==> config.mk <==
export PLATFORM = sky130hd
export DESIGN_NAME = pin_sync_pcint
export DESIGN_NICKNAME = d
export VERILOG_FILES = /design/src/rtl/pin_sync_pcint.sv
export SDC_FILE = /design/constraint.sdc
export NUM_CORES = 1
export LEC_CHECK = 0
export BUFFER_PORTS_ARGS = -buffer_cell sky130_fd_sc_hd__buf_2
export CAP_MARGIN = 20
export CORE_UTILIZATION = 42
export CTS_BUF_LIST = sky130_fd_sc_hd__clkbuf_16
export CTS_CLUSTER_SIZE = 20
export DETAILED_ROUTE_END_ITERATION = 8
export PLACE_DENSITY = 0.72
export SLEW_MARGIN = 25
export SYNTH_ARGS = -nofsm -noshare
export SYNTH_HDL_FRONTEND = slang
export SYNTH_SLANG_ARGS = --single-unit
==> constraint.sdc <==
create_clock -name clk -period 1.1 [get_ports clk]
set_input_delay 0.11 -clock clk [delete_from_list [all_inputs] [get_ports clk]]
set_output_delay 0.11 -clock clk [all_outputs]
set_load 0.03 [all_outputs]
==> src/rtl/pin_sync_pcint.sv <==
// Port input block: two-flop pad synchronizer, PINx read path, pin-change mask
// register and the pin-change flag / interrupt request with post-reset warm-up.
module pin_sync_pcint #(
  parameter int                 p_width     = 8,
  parameter logic [p_width-1:0] p_impl_mask = 8'hFF
) (
  input  logic               clk,
  input  logic               nrst,
  input  logic [p_width-1:0] pin_in,
  output logic [p_width-1:0] pin_rdata,
  input  logic [p_width-1:0] pcmsk_wdata,
  input  logic               pcmsk_wbe,
  output logic [p_width-1:0] pcmsk_rdata,
  input  logic               pcif_clr,
  input  logic               pcie,
  input  logic               irq_ack,
  output logic               pcif,
  output logic               irq
);

  logic [p_width-1:0] s1;
  logic [p_width-1:0] s2;
  logic [p_width-1:0] prev;
  logic [p_width-1:0] pcmsk;
  logic [p_width-1:0] chg;
  logic [1:0]         warm_cnt;
  logic               warm_done;
  logic               chg_any;
  logic               pcif_d;

  // Synchronizer chain plus the one-cycle-delayed copy used for edge detection;
  // prev follows s2 unconditionally so warm-up ends with prev already aligned.
  always_ff @(posedge clk or negedge nrst) begin
    if (!nrst) begin
      s1   <= '0;
      s2   <= '0;
      prev <= '0;
    end else begin
      s1   <= pin_in;
      s2   <= s1;
      prev <= s2;
    end
  end

  always_ff @(posedge clk or negedge nrst) begin
    if (!nrst) begin
      pcmsk <= '0;
    end else if (pcmsk_wbe) begin
      pcmsk <= pcmsk_wdata & p_impl_mask;
    end
  end

  always_ff @(posedge clk or negedge nrst) begin
    if (!nrst) begin
      warm_cnt <= 2'd0;
    end else if (!warm_done) begin
      warm_cnt <= warm_cnt + 2'd1;
    end
  end

  assign warm_done = (warm_cnt == 2'd3);
  assign chg       = (s2 ^ prev) & pcmsk & p_impl_mask;
  assign chg_any   = warm_done & (|chg);

  // Set takes priority over clear so an edge arriving with the clear is kept.
  always_comb begin
    pcif_d = pcif;
    if (pcif_clr || irq_ack) begin
      pcif_d = 1'b0;
    end
    if (chg_any) begin
      pcif_d = 1'b1;
    end
  end

  always_ff @(posedge clk or negedge nrst) begin
    if (!nrst) begin
      pcif <= 1'b0;
    end else begin
      pcif <= pcif_d;
    end
  end

  assign pin_rdata   = s2 & p_impl_mask;
  assign pcmsk_rdata = pcmsk;
  assign irq         = pcif & pcie;

endmodule

==> reports/metrics.cfg <==
[grt]
grt_pass1_wl_um = 3070
grt_max_degree = 21
antenna_found_initial = 0
met2_usage_pct = 24.69
met3_usage_pct = 8.757
grt_usage_pct = 16.41
top_usage_layer = met2
grt_util_met1_pct = 18.34
gr-total-overflow = 0
grt_pass1_vias = 675

[routing]
vias = 736
drt-initial-drc-count = 6
routedWlPerCell_um = 12.97
viasPerCell = 4.658
drcViolationCount = 0
first_pass_iters = 4
wl_um = 2050
ant_nets = 0

[sta]
hold_violations = 0
relSlewSlack_pct = 74.80
worstMarginPinSlew_ns = 0.3780
post-route-period-util_pct = 109.1
timing.final.ws_setup_ns = -0.09963
fmax_mhz = 833.6
holdWs_ns = 0.06574
finalCriticalPeriod_ns = 1.200
rsz0062_at_grt = yes
setup_viol = 1
slew_violations = 0
fin_skew_ns = 0.005631

[job]
cap_violations = 0

[floorplan]
die_h_um = 53.84
num_io_pins = 40
start_util_pct = 45.15
die_x_um = 53.84
rows = 18
die_area_um2 = 2898
coreArea_um2 = 2500

[synthesis]
ys_seq_elements = 35
synth_warnings = 0
syn-num-nets = 86
synth_area_leaders = dfrtp_1, mux2_2, xor2_1
synth_area_leader_cell = dfrtp_1
yosysSeqAreaShare_pct = 77.61
synth.top_cell.area_share_pct = 77.61
synth_cell_types = 11
syn_inst = 63
syn-cell-area_um2 = 1129
syn_area_per_cell_um2 = 17.91

[placed_design]
port_buffers = 39
pre_cts_slack_ns = -0.1313
hpwl_um = 1475
gp_routability_congestion = 0.6850
dp.cells = 139

[final_layout]
mostFrequentLayoutCells = buf_2, dfrtp_1, buf_4
layout-drive-gt1-share_pct = 57.03
fillCellCount = 171
final_cells = 158
area_growth_pct = 53.66
diodes = 0
nets = 150
final_common_cell = buf_2

[min_path]
hold_depth = 2
min_path_type = input port to flop
hold_path_end = pcmsk_rdata[0]
min_from = pcmsk_wdata[0]

[clock_tree]
clkSinkCount = 35
htree_levels = 2
path_clk_slew_ns = 0.05
cts_root_buffer = clkbuf_16
cts_buffer_depth = 2
cts_tree = built
cts_buffers = 5
clkLatencyLatePin_ns = 0.27

[critical_path]
cp.required_ns = 1.26
crit_start = pin_rdata[6]
r2r-end = pcif
rr_startpoint = pin_rdata[6]
cp-start-kind = flop
path_max_fanout = 2
setup.worst_path.end_class = flop
path_class = flop to flop
r2r_slack_ns = -0.1
cp.arrival_ns = 1.36
rr_worst_depth = 4

[power]
power_density_nw_per_um2 = 1786
ir_drop_uv = 1765
leakage_uw = 0.0008175

[status]
failed_checks = negative setup slack
outcome = finished with violations

cells by family (layout without fill, tap and decap cells):
logic type	count (synthesis)	count (layout)	share of synthesized area, %
muxes	9	9	8.980
DFF	35	35	77.61
buffers and inverters	1	66	0.4430
and+or+nand+nor	3	3	1.442
AOI/OAI and AO/OA	5	5	3.437
adders and majority gates	1	1	1.108
xor gates and xnor gates	9	9	6.985
state kept, by name, summed over array words and instances (netlist names):
signal and cells:
warm_cnt 2, prev 8, pin_rdata 8, s1 8
pcmsk_rdata 8, pcif 1
cell usage after synthesis:
cell     instances
nor2_1           1
a22o_1           1
buf_2            1
mux2_2           9
dfrtp_1         35
xor2_1           8
a22oi_1          4
nand4_1          1
ha_1             1
and2_1           1
xnor2_1          1
metrics by stage:
step | util, % | cell area (µm²) | setup TNS [ns] | power [µW]
after floorplan | - | 1139 | -0.1087 | 1615
after global placement | 57.56 | 1439 | -0.09173 | 1765
after detailed placement | 57.56 | 1439 | -0.1313 | 1779
after CTS | 67.42 | 1685 | -0.1316 | 3117
after global routing | 69.37 | 1734 | -0.1912 | 3225
final | 69.37 | 1734 | -0.09963 | 3097
worst max-delay path, stage by stage, from the launching register on:
cell	delay, ns
dfrtp_2	0.41
xor2_1	0.16
a22oi_1	0.20
nand4_1	0.11
a22o_1	0.21
repair_timing:
| item | 4_1_cts | 5_1_grt |
|---|---|---|
| setup endpoints to repair | 3 | 10 |
| buffers inserted | 1 | 1 |
| hold buffers | 9 | 0 |
| hold endpoints to repair | 23 | 0 |
| pin swaps | 1 | 1 |
| gates resized for setup | 3 | 19 |
how the worst max path moves through the flow:
stage | slack, ns | end | depth (start not counted)
6_report | -0.1 | pcif | 4
3_5_place_dp | -0.13 | pcif | 4
5_1_grt | -0.19 | pcif | 4
4_1_cts | -0.13 | pcif | 4
2_1_floorplan | -0.11 | pcif | 4
3_3_place_gp | -0.09 | pcif | 4
final cells by class:
cell class / count / area, µm² / area share (%)
clock inverter: 3 / 16.27 / 0.9380
multi-input combinational: 27 / 247.7 / 14.29
timing repair buffer: 58 / 421.7 / 24.31
clock buffer: 5 / 125.1 / 7.215
tap: 30 / 37.54 / 2.165
sequential: 35 / 885.9 / 51.08
where the power goes:
part	internal (µW)	leakage, µW	switching (µW)
Sequential	1370	0.000392	45.4
Clock	823	0.0000710	468
Combinational	184	0.000354	206
routing by layer:
layer	vias to the layer above	part of all wire, %	wire [µm]
li1	343	-	-
met1	364	38	774
met2	24	54	1108
met3	5	6.7	137
met4	0	1.4	29
met5	-	0	0
No activity file was read; power rests on OpenSTA's default activity.
